File: config.mk
export PLATFORM = sky130hd
export DESIGN_NAME = alarm_ringer_flat
export DESIGN_NICKNAME = d
export VERILOG_FILES = /design/src/rtl/alarm_ringer_if.sv /design/src/rtl/alarm_ringer.sv /design/src/flat_wrapper.sv
export SDC_FILE = /design/constraint.sdc
export NUM_CORES = 1
export LEC_CHECK = 0
export CAP_MARGIN = 20
export CORE_AREA = 3 3 56 58
export CTS_CLUSTER_SIZE = 25
export DETAILED_ROUTE_END_ITERATION = 6
export DIE_AREA = 0 0 59 61
export PLACE_DENSITY = 0.75
export SKIP_CTS_REPAIR_TIMING = 1
export SYNTH_ARGS = -nofsm -noshare
export SYNTH_HDL_FRONTEND = slang
export SYNTH_SLANG_ARGS = --single-unit
File: constraint.sdc
create_clock -name clk -period 1.8 [get_ports clk]
set_input_delay 0.27 -clock clk [delete_from_list [all_inputs] [get_ports clk]]
set_output_delay 0.27 -clock clk [all_outputs]
set_load 0.005 [all_outputs]
File: src/rtl/alarm_ringer_if.sv
// -----------------------------------------------------------------------------
// alarm_ringer_if
// Groups the alarm ringer's control inputs and user-facing status outputs.
//   master : the side driving the controls (clock counter, buttons, enable)
//   slave  : the ringer itself
// Signals:
//   enable, alarm_in, snooze_btn, stop_btn      master -> slave
//   buzzer, ringing, snoozing, snooze_count,    slave -> master
//   missed
// -----------------------------------------------------------------------------
interface alarm_ringer_if #(
   parameter int unsigned MAX_SNOOZE = 3
);
   localparam int unsigned SCW = (MAX_SNOOZE > 0) ? $clog2(MAX_SNOOZE + 1) : 1;

   logic           enable;
   logic           alarm_in;
   logic           snooze_btn;
   logic           stop_btn;
   logic           buzzer;
   logic           ringing;
   logic           snoozing;
   logic [SCW-1:0] snooze_count;
   logic           missed;

   modport master (
      output enable, alarm_in, snooze_btn, stop_btn,
      input  buzzer, ringing, snoozing, snooze_count, missed
   );

   modport slave (
      input  enable, alarm_in, snooze_btn, stop_btn,
      output buzzer, ringing, snoozing, snooze_count, missed
   );
endinterface

File: src/rtl/alarm_ringer.sv
// -----------------------------------------------------------------------------
// alarm_ringer
// Turns the clock counter's alarm match pulse into a ring sequence: gated
// buzzer pattern, bounded snoozes, stop button and auto-timeout with a sticky
// "missed" flag.
// Ports:
//   clk    : system clock
//   rst_n  : asynchronous active-low reset
//   bus    : alarm_ringer_if.slave
//            enable       alarm armed; low forces IDLE
//            alarm_in     match pulse (same clock domain), rising-edge detected
//            snooze_btn   async level pin, synchronised + edge detected
//            stop_btn     async level pin, synchronised + edge detected
//            buzzer       beep waveform, 0 outside RING
//            ringing      state is RING
//            snoozing     state is SNOOZE
//            snooze_count snoozes used in the current alarm event
//            missed       sticky: a RING timed out unanswered
// -----------------------------------------------------------------------------
module alarm_ringer #(
   parameter int unsigned RING_TIMEOUT  = 16,
   parameter int unsigned SNOOZE_CYCLES = 8,
   parameter int unsigned BEEP_HALF     = 2,
   parameter int unsigned MAX_SNOOZE    = 3
) (
   input logic           clk,
   input logic           rst_n,
   alarm_ringer_if.slave bus
);

   localparam int unsigned RTW = (RING_TIMEOUT  > 1) ? $clog2(RING_TIMEOUT)  : 1;
   localparam int unsigned STW = (SNOOZE_CYCLES > 1) ? $clog2(SNOOZE_CYCLES) : 1;
   localparam int unsigned BCW = (BEEP_HALF     > 1) ? $clog2(BEEP_HALF)     : 1;
   localparam int unsigned SCW = (MAX_SNOOZE    > 0) ? $clog2(MAX_SNOOZE + 1) : 1;

   localparam logic [RTW-1:0] RING_LAST = RTW'(RING_TIMEOUT - 1);
   localparam logic [STW-1:0] SNZ_LAST  = STW'(SNOOZE_CYCLES - 1);
   localparam logic [BCW-1:0] BEEP_LAST = BCW'(BEEP_HALF - 1);
   localparam logic [SCW-1:0] SNZ_MAX   = SCW'(MAX_SNOOZE);

   typedef enum logic [1:0] {
      ST_IDLE   = 2'd0,
      ST_RING   = 2'd1,
      ST_SNOOZE = 2'd2
   } state_e;

   // Synchroniser / edge-detect flops
   logic snz_s1_q, snz_s1_d, snz_s2_q, snz_s2_d, snz_prev_q, snz_prev_d;
   logic stp_s1_q, stp_s1_d, stp_s2_q, stp_s2_d, stp_prev_q, stp_prev_d;
   logic alarm_q, alarm_d;

   // FSM and datapath flops
   state_e         state_q, state_d;
   logic [RTW-1:0] ring_tmr_q, ring_tmr_d;
   logic [STW-1:0] snz_tmr_q, snz_tmr_d;
   logic [BCW-1:0] beep_cnt_q, beep_cnt_d;
   logic           buzzer_q, buzzer_d;
   logic           ringing_q, ringing_d;
   logic           snoozing_q, snoozing_d;
   logic [SCW-1:0] snooze_count_q, snooze_count_d;
   logic           missed_q, missed_d;

   logic snz_evt, stp_evt, alarm_evt;

   // Two-flop synchronisers plus a previous-value flop for edge detection
   always_comb begin
      snz_s1_d   = bus.snooze_btn;
      snz_s2_d   = snz_s1_q;
      snz_prev_d = snz_s2_q;
      stp_s1_d   = bus.stop_btn;
      stp_s2_d   = stp_s1_q;
      stp_prev_d = stp_s2_q;
      alarm_d    = bus.alarm_in;
   end

   // A held button or a held alarm_in produces a single event
   assign snz_evt   = snz_s2_q & ~snz_prev_q;
   assign stp_evt   = stp_s2_q & ~stp_prev_q;
   assign alarm_evt = bus.alarm_in & ~alarm_q;

   // State and datapath registers
   always_ff @(posedge clk or negedge rst_n) begin
      if (!rst_n) begin
         snz_s1_q       <= 1'b0;
         snz_s2_q       <= 1'b0;
         snz_prev_q     <= 1'b0;
         stp_s1_q       <= 1'b0;
         stp_s2_q       <= 1'b0;
         stp_prev_q     <= 1'b0;
         alarm_q        <= 1'b0;
         state_q        <= ST_IDLE;
         ring_tmr_q     <= '0;
         snz_tmr_q      <= '0;
         beep_cnt_q     <= '0;
         buzzer_q       <= 1'b0;
         ringing_q      <= 1'b0;
         snoozing_q     <= 1'b0;
         snooze_count_q <= '0;
         missed_q       <= 1'b0;
      end else begin
         snz_s1_q       <= snz_s1_d;
         snz_s2_q       <= snz_s2_d;
         snz_prev_q     <= snz_prev_d;
         stp_s1_q       <= stp_s1_d;
         stp_s2_q       <= stp_s2_d;
         stp_prev_q     <= stp_prev_d;
         alarm_q        <= alarm_d;
         state_q        <= state_d;
         ring_tmr_q     <= ring_tmr_d;
         snz_tmr_q      <= snz_tmr_d;
         beep_cnt_q     <= beep_cnt_d;
         buzzer_q       <= buzzer_d;
         ringing_q      <= ringing_d;
         snoozing_q     <= snoozing_d;
         snooze_count_q <= snooze_count_d;
         missed_q       <= missed_d;
      end
   end

   // Next-state and output logic; priority: enable=0 > stop > timeout > snooze > alarm
   always_comb begin
      state_d        = state_q;
      ring_tmr_d     = ring_tmr_q;
      snz_tmr_d      = snz_tmr_q;
      beep_cnt_d     = beep_cnt_q;
      buzzer_d       = buzzer_q;
      snooze_count_d = snooze_count_q;
      missed_d       = missed_q;

      // Stop acknowledges a missed alarm in any state
      if (stp_evt) begin
         missed_d = 1'b0;
      end

      if (!bus.enable) begin
         state_d        = ST_IDLE;
         ring_tmr_d     = '0;
         snz_tmr_d      = '0;
         beep_cnt_d     = '0;
         buzzer_d       = 1'b0;
         snooze_count_d = '0;
      end else begin
         unique case (state_q)
            ST_IDLE: begin
               buzzer_d = 1'b0;
               if (!stp_evt && alarm_evt) begin
                  state_d    = ST_RING;
                  ring_tmr_d = '0;
                  beep_cnt_d = '0;
                  buzzer_d   = 1'b1;
               end
            end

            ST_RING: begin
               if (stp_evt) begin
                  state_d        = ST_IDLE;
                  ring_tmr_d     = '0;
                  beep_cnt_d     = '0;
                  buzzer_d       = 1'b0;
                  snooze_count_d = '0;
               end else if (ring_tmr_q == RING_LAST) begin
                  state_d        = ST_IDLE;
                  ring_tmr_d     = '0;
                  beep_cnt_d     = '0;
                  buzzer_d       = 1'b0;
                  snooze_count_d = '0;
                  missed_d       = 1'b1;
               end else if (snz_evt && (snooze_count_q < SNZ_MAX)) begin
                  state_d        = ST_SNOOZE;
                  snz_tmr_d      = '0;
                  buzzer_d       = 1'b0;
                  snooze_count_d = snooze_count_q + SCW'(1);
               end else begin
                  ring_tmr_d = ring_tmr_q + RTW'(1);
                  // Square wave: BEEP_HALF cycles high, BEEP_HALF cycles low
                  if (beep_cnt_q == BEEP_LAST) begin
                     beep_cnt_d = '0;
                     buzzer_d   = ~buzzer_q;
                  end else begin
                     beep_cnt_d = beep_cnt_q + BCW'(1);
                  end
               end
            end

            ST_SNOOZE: begin
               buzzer_d = 1'b0;
               if (stp_evt) begin
                  state_d        = ST_IDLE;
                  snz_tmr_d      = '0;
                  snooze_count_d = '0;
               end else if (snz_tmr_q == SNZ_LAST) begin
                  // Re-enter RING with a fresh timer and beep phase
                  state_d    = ST_RING;
                  ring_tmr_d = '0;
                  beep_cnt_d = '0;
                  buzzer_d   = 1'b1;
               end else begin
                  snz_tmr_d = snz_tmr_q + STW'(1);
               end
            end

            default: begin
               state_d        = ST_IDLE;
               buzzer_d       = 1'b0;
               snooze_count_d = '0;
            end
         endcase
      end

      ringing_d  = (state_d == ST_RING);
      snoozing_d = (state_d == ST_SNOOZE);
   end

   assign bus.buzzer       = buzzer_q;
   assign bus.ringing      = ringing_q;
   assign bus.snoozing     = snoozing_q;
   assign bus.snooze_count = snooze_count_q;
   assign bus.missed       = missed_q;

endmodule
File: src/flat_wrapper.sv
// flat-port wrapper written by rule: the top's interface ports become plain ports
module alarm_ringer_flat 
#(
   parameter int unsigned RING_TIMEOUT  = 16,
   parameter int unsigned SNOOZE_CYCLES = 8,
   parameter int unsigned BEEP_HALF     = 2,
   parameter int unsigned MAX_SNOOZE    = 3
)
  (clk, rst_n, bus_enable, bus_alarm_in, bus_snooze_btn, bus_stop_btn, bus_buzzer, bus_ringing, bus_snoozing, bus_snooze_count, bus_missed);
  alarm_ringer_if #(.MAX_SNOOZE(MAX_SNOOZE)) bus_i ();
  input logic clk;
  input logic rst_n;
  input wire logic [$bits(bus_i.enable)-1:0] bus_enable;
  input wire logic [$bits(bus_i.alarm_in)-1:0] bus_alarm_in;
  input wire logic [$bits(bus_i.snooze_btn)-1:0] bus_snooze_btn;
  input wire logic [$bits(bus_i.stop_btn)-1:0] bus_stop_btn;
  output wire logic [$bits(bus_i.buzzer)-1:0] bus_buzzer;
  output wire logic [$bits(bus_i.ringing)-1:0] bus_ringing;
  output wire logic [$bits(bus_i.snoozing)-1:0] bus_snoozing;
  output wire logic [$bits(bus_i.snooze_count)-1:0] bus_snooze_count;
  output wire logic [$bits(bus_i.missed)-1:0] bus_missed;
  assign bus_i.enable = bus_enable;
  assign bus_i.alarm_in = bus_alarm_in;
  assign bus_i.snooze_btn = bus_snooze_btn;
  assign bus_i.stop_btn = bus_stop_btn;
  assign bus_buzzer = bus_i.buzzer;
  assign bus_ringing = bus_i.ringing;
  assign bus_snoozing = bus_i.snoozing;
  assign bus_snooze_count = bus_i.snooze_count;
  assign bus_missed = bus_i.missed;
  alarm_ringer #(.RING_TIMEOUT(RING_TIMEOUT), .SNOOZE_CYCLES(SNOOZE_CYCLES), .BEEP_HALF(BEEP_HALF), .MAX_SNOOZE(MAX_SNOOZE)) u_core (.clk(clk), .rst_n(rst_n), .bus(bus_i));
endmodule
### After elaboration in Yosys (flattened, before gate mapping)

Cells that the tools add are included.

| storage, ports and cells | value |
|---|---|
| register bits after elaboration | 23 |
| input port bits | 6 |
| output and inout port bits | 6 |
| word-level logic and storage cells | 107 |

| cells by class | value |
|---|---|
| add/subtract/negate cells | 4 |
| $lt $le $gt $ge | 1 |
| equality and inequality tests | 20 |
| muxes and demuxes | 52 |
| bitwise logic cells | 7 |
| reductions and logical operators | 7 |

Operators by type and width:

| cell | number |
|---|---|
| $mux W4 | 7 |
| $mux W2 | 12 |
| $mux W1 | 21 |
| $mux W3 | 6 |
| $ne A3 B2 Y1 const B | 4 |
| $pmux W2 S3 | 2 |
| $pmux W4 S3 | 1 |
| $reduce_and A5 Y1 | 2 |
| $ne A3 B3 Y1 const B | 3 |
| $ne A6 B2 Y1 const B | 1 |
| $pmux W1 S3 | 2 |
| $pmux W3 S2 | 1 |
| $ne A5 B2 Y1 const B | 1 |
| $ne A5 B3 Y1 const B | 1 |
| $add A4 B1 Y4 const B | 1 |
| $eq A2 B1 Y1 const B | 2 |
| $eq A2 B2 Y1 const B | 2 |
| $eq A4 B4 Y1 const B | 1 |
| $ne A4 B1 Y1 const B | 1 |
| $ne A4 B3 Y1 const B | 1 |
| $not A1 Y1 | 4 |
| $add A3 B1 Y3 const B | 1 |
| $and A1 B1 Y1 | 3 |
| $eq A3 B3 Y1 const B | 1 |
| other kinds (9) | 10 |

### Logic depth before layout (Yosys ltp)

Gate-level depths: netlist of run 1.

| depth | value |
|---|---|
| word-level depth | 9 |
| gate-level depth with buffers | 6 |
| depth with buffers taken out | 6 |

### Worst setup path before layout of run 1

No wires, ideal clock.

| timing | value |
|---|---|
| path kind | reg2reg |
| start | register u_core.snooze_count_q[0], in the netlist u_core.bus.snooze_count[0] |
| end | register u_core.snz_tmr_q[0] |
| setup time | 0.125 ns |
| data arrival time | 1.589 ns |
| data required time | 1.675 ns |
| setup slack | 0.086 ns |
| stages on the path, launching flop included | 6 |
| buffers on the path | 0 |
| period minus slack after synthesis | 1.714 ns |
| path through | dfrtp_1 > ha_1 > nor3b_2 > nor2b_4 > a311o_2 > mux2_4 |

| on the way | value |
|---|---|
| cells in the longest elaborated chain, start to end | 4 |

Ends and longest elaborated chain:

| what | RTL line | text |
|---|---|---|
| from (decl) | alarm_ringer.sv:60 | `logic [SCW-1:0] snooze_count_q, snooze_count_d;` |
| from (signal assigned) | alarm_ringer.sv:115 | `snooze_count_q <= snooze_count_d;` |
| $lt A2 B2 Y1 | alarm_ringer.sv:168 | `end else if (snz_evt && (snooze_count_q < SNZ_MAX)) begin` |
| $logic_and A1 B1 Y1 | alarm_ringer.sv:168 |  |
| $ne A3 B2 Y1 (no source line) | - |  |
| $reduce_and A5 Y1 (no source line) | - |  |
| to (signal assigned) | alarm_ringer.sv:110 | `snz_tmr_q <= snz_tmr_d;` |
| to (decl) | alarm_ringer.sv:55 | `logic [STW-1:0] snz_tmr_q, snz_tmr_d;` |

No other way between the ends.
A chain may end at the register's enable or synchronous reset.

### Final worst setup path of run 1

| timing | value |
|---|---|
| start | register u_core.snz_tmr_q[0] |
| end | register u_core.ring_tmr_q[1] |

| on the way | value |
|---|---|
| cells in the longest elaborated chain, start to end | 3 |

Ends and longest elaborated chain:

| what | RTL line | text |
|---|---|---|
| $eq A3 B3 Y1 | alarm_ringer.sv:191 | `end else if (snz_tmr_q == SNZ_LAST) begin` |
| $ne A3 B2 Y1 (no source line) | - |  |
| $reduce_and A5 Y1 (no source line) | - |  |
| to (signal assigned) | alarm_ringer.sv:109 | `ring_tmr_q <= ring_tmr_d;` |
| to (decl) | alarm_ringer.sv:54 | `logic [RTW-1:0] ring_tmr_q, ring_tmr_d;` |

No other way between the ends.

==> flow_summary.toml, run 1 <==
[drt]
drt_drc_violations_left = 0
wirelength_um = 2310
postRouteAntennaNets = 0
dr.pass1.iters = 4
avgViaCountPerCell = 5.60
drt_iter0_drc = 11
routedWlPerCell_um = 14.5
vias = 890

[synthesis]
synth_nets = 119
ys_seq_area_share_pct = 48.7
ys_ff_latch = 23
postSynthCellCount = 109
synthXorXnorAreaFrac_pct = 0
synthDistinctLibCells = 36
synthAdderAreaFrac_pct = 4.24
yosys.area_share.simple_pct = 17.9
synth_top_area_cell = "dfrtp_1"
synthTopCellsByArea = "dfrtp_1 (49%), ha_1 (4.2%), inv_1 (3.5%)"
avgSynthCellArea_um2 = 10.8
synth.top_cell.area_share_pct = 48.7
synthMuxAreaShare_pct = 4.66
synth-compound-area-share_pct = 17.9
synth_top_family_by_area = "compound AO/OA/AOI/OAI gates"
yosysWarnings = 0
syn_area_um2 = 1180

[setup_path]
crit_type = "reg2reg"
start_kind = "flop"
rr_worst_depth = 6
critPathArrivalTime_ps = 1980
crit_fanout = 3
cp-end-kind = "flop"
r2r_slack_ps = 70
r2r_start = "u_core.snz_tmr_q[0]"
regToRegEndpoint = "u_core.ring_tmr_q[1]"
cp.required_ps = 2050

[clock_tree]
clkSlewWorstSetupHoldPaths_ps = 140
cts_tree = "built"
clock_latency_ps = 330
cts_root_buf = "clkbuf_4"
cts_made_buffers = 3
cts_num_sinks = 23
cts_max_level = 1
clock_path_buffers = 2

[power_and_ir_drop]
power.density_nw_per_um2 = 645
p_seq_share_pct = 59.7
p_int_uw = 670
sw_frac_of_total_pct = 26.3
clkPwrFrac_pct = 27.8
peakVddDrop_mv = 0.538
netSwitchingPower_uw = 239
p_leak_nw = 0.616
p_comb_share_pct = 12.5

[layout]
area_growth_pct = 19.3
postLayoutCellArea_um2 = 1410
multi_input_area_um2 = 546
finish.utilization_pct = 52.0
layout.nets = 139
num_antenna_cells = 0
seq_area_um2 = 576
fill_cells = 263
drive_gt1_share_pct = 19.5
stdcell_count = 159

[grt]
grt-ovfl-total = 0
grt_max_degree = 24
grt_pass1_vias = 865
grt_util_all_layers_pct = 13.8
antenna_found_initial = 0
grt_pass1_wl_um = 3720

[floorplan]
core-area_um2 = 2710
ios = 12
fp-row-count = 19
die_y_um = 61
dieArea_um2 = 3600
start_util_pct = 43.6
die_x_um = 59

[timing]
drv_slew = 0
fin_crit_ps = 1730
hold_viol = 0
relSlewSlack_pct = 58.3
setup_viol = 0
clock_skew_ps = 14.3
max_freq_ghz = 0.579
tightest_slew_ps = 624
period_share_pct = 95.9

[place]
placed_area_um2 = 1350
place_congestion = 0.826
port_buffers = 11
dpl.hpwl_um = 1680
dpl.cell_count = 154

[status]
outcome = "finished, final reports clean"

[flow_run]
drv_cap = 0

[min_path]
hp-class = "in2async"
[registers in the layout (all words and copies together) (netlist names)]
| name | count |
|---|---|
| u_core.beep_cnt_q | 1 |
| u_core.bus.missed | 1 |
| u_core.snz_tmr_q | 3 |
| u_core.bus.snoozing | 1 |
| u_core.snz_prev_d | 1 |
| u_core.bus.ringing | 1 |
| u_core.state_q | 2 |
| u_core.stp_prev_q | 1 |
| u_core.bus.buzzer | 1 |
| u_core.alarm_q | 1 |
| u_core.snz_prev_q | 1 |
| u_core.stp_s1_q | 1 |
| u_core.snz_s1_q | 1 |
| u_core.stp_prev_d | 1 |
| u_core.ring_tmr_q | 4 |
| u_core.bus.snooze_count | 2 |
[area by class of cell]
type	instances	area share, %
flip-flops and latches	23	40.9
multi-input cells	70	38.7
repair buffers	20	12.6
inverters	11	2.93
well taps	31	2.75
clock buffers	3	1.60
clock inverters	1	0.533
[metrics by stage]
step | total power [mW] | setup slack [ps] | setup TNS (ps) | hold slack, ps
CTS | 0.910 | 5.21 | 0 | 276
global placement | 0.658 | -15.6 | -15.6 | 334
floorplan | 0.612 | 85.8 | 0 | -25.6
finish | 0.909 | 73.7 | 0 | 265
global route | 0.944 | -11.8 | -11.8 | 295
detailed placement | 0.661 | -73.1 | -186 | 342
[layer usage]
layer | wire, µm | track usage (%) | up-vias
met5 | 0 | 0 | -
met1 | 1040 | 17.6 | 433
met2 | 1160 | 23.5 | 25
met4 | 31 | 5.83 | 0
met3 | 75 | 1.91 | 2
li1 | - | - | 430
[cells in the final DEF (no fill, tap or decap), types with 2 or more instances in the layout]
cell type | Yosys | final
inv_1 | 11 | 11
nor2b_4 | 2 | 2
nor3_1 | 4 | 4
a22o_1 | 3 | 3
o2111ai_1 | 3 | 3
nand2_1 | 8 | 8
nand2b_1 | 2 | 2
clkbuf_4 | 0 | 3
o21ai_0 | 4 | 4
dfrtp_1 | 23 | 23
ha_1 | 4 | 4
o311a_4 | 1 | 2
buf_4 | 0 | 9
nand3_1 | 4 | 4
clkdlybuf4s50_1 | 0 | 11
mux2i_1 | 4 | 4
a21oi_1 | 6 | 6
nor2_1 | 6 | 6
[cells by family (layout without fill, tap and decap cells)]
kind of cell / Yosys count / after routing
flops: 23 / 23
simple gates: 35 / 35
fa+ha+maj: 4 / 4
mux: 5 / 5
compound gates: 26 / 26
buf+inv: 16 / 35
[worst max path at each step]
stage | slack (ps) | endpoint | start | cells past startpoint
2_1_floorplan | 90 | u_core.snz_tmr_q[0] | u_core.bus.snooze_count[0] | 5
3_3_place_gp | -20 | u_core.bus.buzzer | bus_alarm_in | 5
3_5_place_dp | -70 | u_core.bus.buzzer | bus_alarm_in | 5
4_1_cts | 5 | u_core.ring_tmr_q[3] | u_core.snz_tmr_q[0] | 6
5_1_grt | -10 | u_core.bus.buzzer | u_core.stp_prev_d | 4
6_report | 70 | u_core.ring_tmr_q[1] | u_core.snz_tmr_q[0] | 6
[synth_stat cells]
cell,instances
a2111oi_0,1
a211oi_2,1
a21o_2,1
a21oi_1,6
a22o_1,3
a311o_2,1
a41oi_1,1
and3_1,1
and3_4,1
buf_6,2
clkbuf_1,1
clkbuf_2,2
dfrtp_1,23
ha_1,4
inv_1,11
mux2_4,1
mux2i_1,4
nand2_1,8
nand2b_1,2
nand3_1,4
nand4_1,1
nor2_1,6
nor2b_1,1
nor2b_4,2
nor3_1,4
nor3b_2,1
nor4_1,1
nor4_2,1
o2111ai_1,3
o21ai_0,4
o311a_2,1
o311a_4,1
o311ai_0,2
o41ai_1,1
or2b_2,1
or3b_1,1
[worst max-delay path, cell delays in order (launching register included)]
cell      delay, ps
dfrtp_1         410
ha_1            160
ha_1            150
inv_1            60
o311a_4         390
a211oi_4        270
mux2i_1         210
[power groups by stage]
stage	Sequential, mW	Clock [mW]	Combinational, mW
floorplan	0.549	0	0.0631
global placement	0.550	0	0.107
detailed placement	0.551	0	0.109
CTS	0.541	0.258	0.110
global route	0.544	0.276	0.124
finish	0.542	0.253	0.114
Power figures use the tool's default switching activity.
==> run 2: changes to the inputs <==
CORE_AREA = 3 3 52 63   (was 3 3 56 58)
DIE_AREA = 0 0 55 66   (was 0 0 59 61)
TNS_END_PERCENT = 10   (was not set)
==> run 2 against run 1 <==
Net effect:
- die area up 0.86%
- clock-buffer cell count up 1
- non-clock buffer count unchanged
- global-route usage up 0.98 points
- design area up 1.1%
- critical path type unchanged
==> flow_summary.toml, run 2 (same netlist as run 1, synthesis figures left out) <==
[timing]
hold_viol = 0
fin_crit_ps = 1750
tightest_slew_ps = 624
setup_viol = 0
whs_ps = 269
clock_skew_ps = 13.4
max_freq_ghz = 0.572
rsz0062_at_grt = "yes"
drv_slew = 0
setup_slack_ps = 51.5
period_share_pct = 97.1
relSlewSlack_pct = 58.3

[floorplan]
die_x_um = 55
die_y_um = 66
fp-row-count = 21
dieArea_um2 = 3630
core-area_um2 = 2790
ios = 12
start_util_pct = 42.4

[drt]
postRouteAntennaNets = 0
wirelength_um = 2340
vias = 907
drt_drc_violations_left = 0
routedWlPerCell_um = 14.4
drt_iter0_drc = 14
avgViaCountPerCell = 5.60
dr.pass1.iters = 4

[setup_path]
critPathArrivalTime_ps = 1960
rr_worst_depth = 5
crit_type = "reg2reg"
start_kind = "flop"
r2r_slack_ps = 50
cp-end-kind = "flop"
cp.required_ps = 2010
regToRegEndpoint = "u_core.snz_tmr_q[0]"
r2r_start = "u_core.ring_tmr_q[1]"
crit_fanout = 5

[grt]
grt_max_degree = 24
grt_use_met1_pct = 18.2
antenna_found_initial = 0
grt_util_met3_pct = 1.81
grt_use_met2_pct = 23.7
grt_pass1_vias = 910
busiest_layer = "met2"
grt-ovfl-total = 0
grt_util_all_layers_pct = 14.8
grt_pass1_wl_um = 3930

[clock_tree]
cts_root_buf = "clkbuf_4"
clock_path_buffers = 2
cts_max_level = 1
cts_tree = "built"
clkSlewWorstSetupHoldPaths_ps = 130
cts_made_buffers = 3
cts_num_sinks = 23
clock_latency_ps = 320

[layout]
regMostFlops = "u_core.ring_tmr_q"
largest_reg_flops = 4
num_antenna_cells = 0
area_growth_pct = 20.6
drive_gt1_share_pct = 21.1
layout.nets = 139
multi_input_area_um2 = 561
fill_cells = 278
finish.utilization_pct = 51.1
stdcell_count = 162
layout_common_cells = "dfrtp_1 (23), clkdlybuf4s50_1 (11), inv_1 (10), buf_4 (9), nand2_1 (8)"
seq_area_um2 = 576
layout_commonest_cell = "dfrtp_1"
postLayoutCellArea_um2 = 1420
reg.largest.list = "u_core.ring_tmr_q x4, u_core.snz_tmr_q x3"

[place]
preCtsSetupSlack_ps = -97.5
port_buffers = 11
dpl.cell_count = 157
dpl.hpwl_um = 1710
placed_area_um2 = 1360
place_congestion = 0.847

[power_and_ir_drop]
power.density_nw_per_um2 = 634
p_leak_nw = 0.611
peakVddDrop_mv = 0.494

[status]
outcome = "finished, final reports clean"

[flow_run]
drv_cap = 0

[min_path]
hp-class = "in2async"
==> run 2: worst max path at each step <==
stage / cells after the start / to / from
3_5_place_dp: 5 / u_core.bus.buzzer / bus_alarm_in
3_3_place_gp: 5 / u_core.bus.buzzer / bus_alarm_in
2_1_floorplan: 5 / u_core.snz_tmr_q[0] / u_core.bus.snooze_count[0]
5_1_grt: 6 / u_core.ring_tmr_q[1] / u_core.snz_tmr_q[0]
6_report: 5 / u_core.snz_tmr_q[0] / u_core.ring_tmr_q[1]
4_1_cts: 6 / u_core.ring_tmr_q[2] / u_core.snz_tmr_q[0]
==> run 2: area by class of cell <==
cell class              instances  share of cell area [%]
clock buffers                   4                    1.85
inverters                      11                    2.90
well taps                      34                    2.99
flip-flops and latches         23                    40.4
multi-input cells              70                    39.4
repair buffers                 20                    12.5
==> run 2: per-layer routing <==
metal	vias to the layer above	wire length, µm
li1	433	-
met1	426	911
met2	37	1200
met3	11	121
met4	0	98
met5	-	0
==> run 2: metrics by stage <==
step | power, mW | TNS, ps
finish | 0.902 | 0
global route | 0.939 | -106
CTS | 0.901 | -79.6
detailed placement | 0.662 | -235
global placement | 0.658 | -14.5
floorplan | 0.612 | 0
==> run 2: worst max-delay path, cell delays in order, from the launching register on <==
cell and delay [ps]:
dfrtp_1 420, ha_1 210, and3_4 240, nor2b_4 50
a311o_2 410, mux2_4 310
==> run 2: where the power goes <==
group / switching, mW / internal [mW]
logic: 0.0598 / 0.0546
registers: 0.0102 / 0.531
clock network: 0.160 / 0.0869
total: 0.230 / 0.672
==> run 3: changes to the inputs <==
RECOVER_POWER = 100   (was not set)
==> run 3 against run 2 <==
Net effect:
- utilization down 0.13 points
- sequential cell count unchanged
- die area did not move
- clock power is essentially flat
- highest routed layer unchanged
- via count shrank 0.11%
- critical path type unchanged
- total power is 0.28% lower
==> flow_summary.toml, run 3 (same netlist as run 1, synthesis figures left out) <==
[timing]
period_share_pct = 97.1
fin_crit_ps = 1750
setup_viol = 0
relSlewSlack_pct = 19.9
clock_skew_ps = 13.5
hold_viol = 0
rsz0062_at_grt = "yes"
max_freq_ghz = 0.572
drv_slew = 0
tightest_slew_ps = 1200
finalSetupTns_ps = 0

[clock_tree]
clkSlewWorstSetupHoldPaths_ps = 130
cts_max_level = 1
cts_made_buffers = 3
cts_tree = "built"
clock_path_buffers = 2
cts_root_buf = "clkbuf_4"
clock_latency_ps = 320
cts_num_sinks = 23

[setup_path]
start_kind = "flop"
critPathArrivalTime_ps = 1960
slowest_stage = "dfrtp_1"
rr_worst_depth = 5
cp.required_ps = 2010
crit_buf_inv = 0
critical-path-max-stage-delay_ps = 420
cp-end-kind = "flop"
crit_type = "reg2reg"
crit_chain = "ha_1 -> and3_4 -> nor2b_4 -> a311o_2 -> mux2_4"
cp.depth = 5
crit_fanout = 5
crit_family = "flip-flops"

[min_path]
hp-class = "reg2reg"
hold_depth = 0

[grt]
grt-ovfl-total = 0
antenna_found_initial = 0
grt_pass1_wl_um = 3930
grt_max_degree = 24
grt_pass1_vias = 910
grt_util_all_layers_pct = 14.8

[drt]
postRouteAntennaNets = 0
drt_iter0_drc = 14
routedWlPerCell_um = 14.4
wirelength_um = 2340
vias = 906
drt_drc_violations_left = 0
dr.pass1.iters = 4
avgViaCountPerCell = 5.59

[layout]
regMostFlops = "u_core.ring_tmr_q"
area_growth_pct = 20.2
finish.utilization_pct = 51.0
num_antenna_cells = 0
drive_gt1_share_pct = 20.3
largest_reg_flops = 4
reg.largest.list = "u_core.ring_tmr_q x4, u_core.snz_tmr_q x3"
layout.nets = 139
layout_common_cells = "dfrtp_1 (23), inv_1 (10), nand2_1 (8), buf_4 (8), clkdlybuf4s50_1 (7)"
layout_commonest_cell = "dfrtp_1"

[floorplan]
die_y_um = 66
start_util_pct = 42.4
die_x_um = 55
dieArea_um2 = 3630
fp-row-count = 21
ios = 12
core-area_um2 = 2790

[place]
port_buffers = 11
dpl.hpwl_um = 1710
place_congestion = 0.847

[power_and_ir_drop]
power.density_nw_per_um2 = 633
peakVddDrop_mv = 0.494
p_leak_nw = 0.609

[status]
outcome = "finished, final reports clean"

[flow_run]
drv_cap = 0
run 3: cell count changes in the layout (fill, tap and decap cells not counted), sizes merged:
| cell | previous run | this run |
|---|---|---|
| dlygate4sd3 | 0 | 4 |
| clkbuf | 4 | 5 |
| buf | 9 | 8 |
| clkdlybuf4s50 | 11 | 7 |
run 3: layout make-up:
class	count	area (µm²)
clock buffers	4	26.3
repair buffers	20	174
flip-flops and latches	23	576
fillers	278	1370
inverters	11	41.3
well taps	34	42.5
multi-input cells	70	561
run 3: metrics by stage:
stage / hold slack [ps] / setup WS [ps] / cell area [µm²] / power [mW] / instances
global placement: 333 / -14.5 / 1360 / 0.658 / 157
global route: 375 / -52.4 / 1420 / 0.937 / 162
CTS: 293 / -39.9 / 1380 / 0.901 / 161
floorplan: -25.6 / 85.8 / 1180 / 0.612 / 109
detailed placement: 339 / -97.5 / 1360 / 0.662 / 157
finish: 363 / 51.4 / 1420 / 0.900 / 162
run 3: final timing paths:
kind | slack [ps] | start | endpoint
max | 50 | u_core.ring_tmr_q[1] | u_core.snz_tmr_q[0]
min | 360 | u_core.snz_s1_q | u_core.snz_prev_d
max reg2reg | 50 | u_core.ring_tmr_q[1] | u_core.snz_tmr_q[0]
min reg2reg | 360 | u_core.snz_s1_q | u_core.snz_prev_d
max in group asynchronous | 390 | rst_n | u_core.bus.snooze_count[0]
min in group asynchronous | 690 | rst_n | u_core.bus.buzzer
run 3: routing by layer:
metal	part of all wire (%)	global-route usage, %	vias up
li1	-	-	433
met1	39	18.2	425
met2	51	23.7	37
met3	5.2	1.81	11
met4	4.2	9.12	0
met5	0	0	-
run 3: worst reg2reg max path, delay by kind of cell (launching register included):
kind,cells,cell delay (ps)
DFF,1,420
AOI/OAI and AO/OA,1,410
muxes,1,310
and+or+nand+nor,2,290
adders and majority gates,1,210
run 3: power breakdown:
group          leakage, nW  internal, mW  switching (mW)
Clock               0.0150        0.0869           0.160
Combinational        0.291        0.0519          0.0599
Sequential           0.303         0.531          0.0102
Total                0.609         0.670           0.230
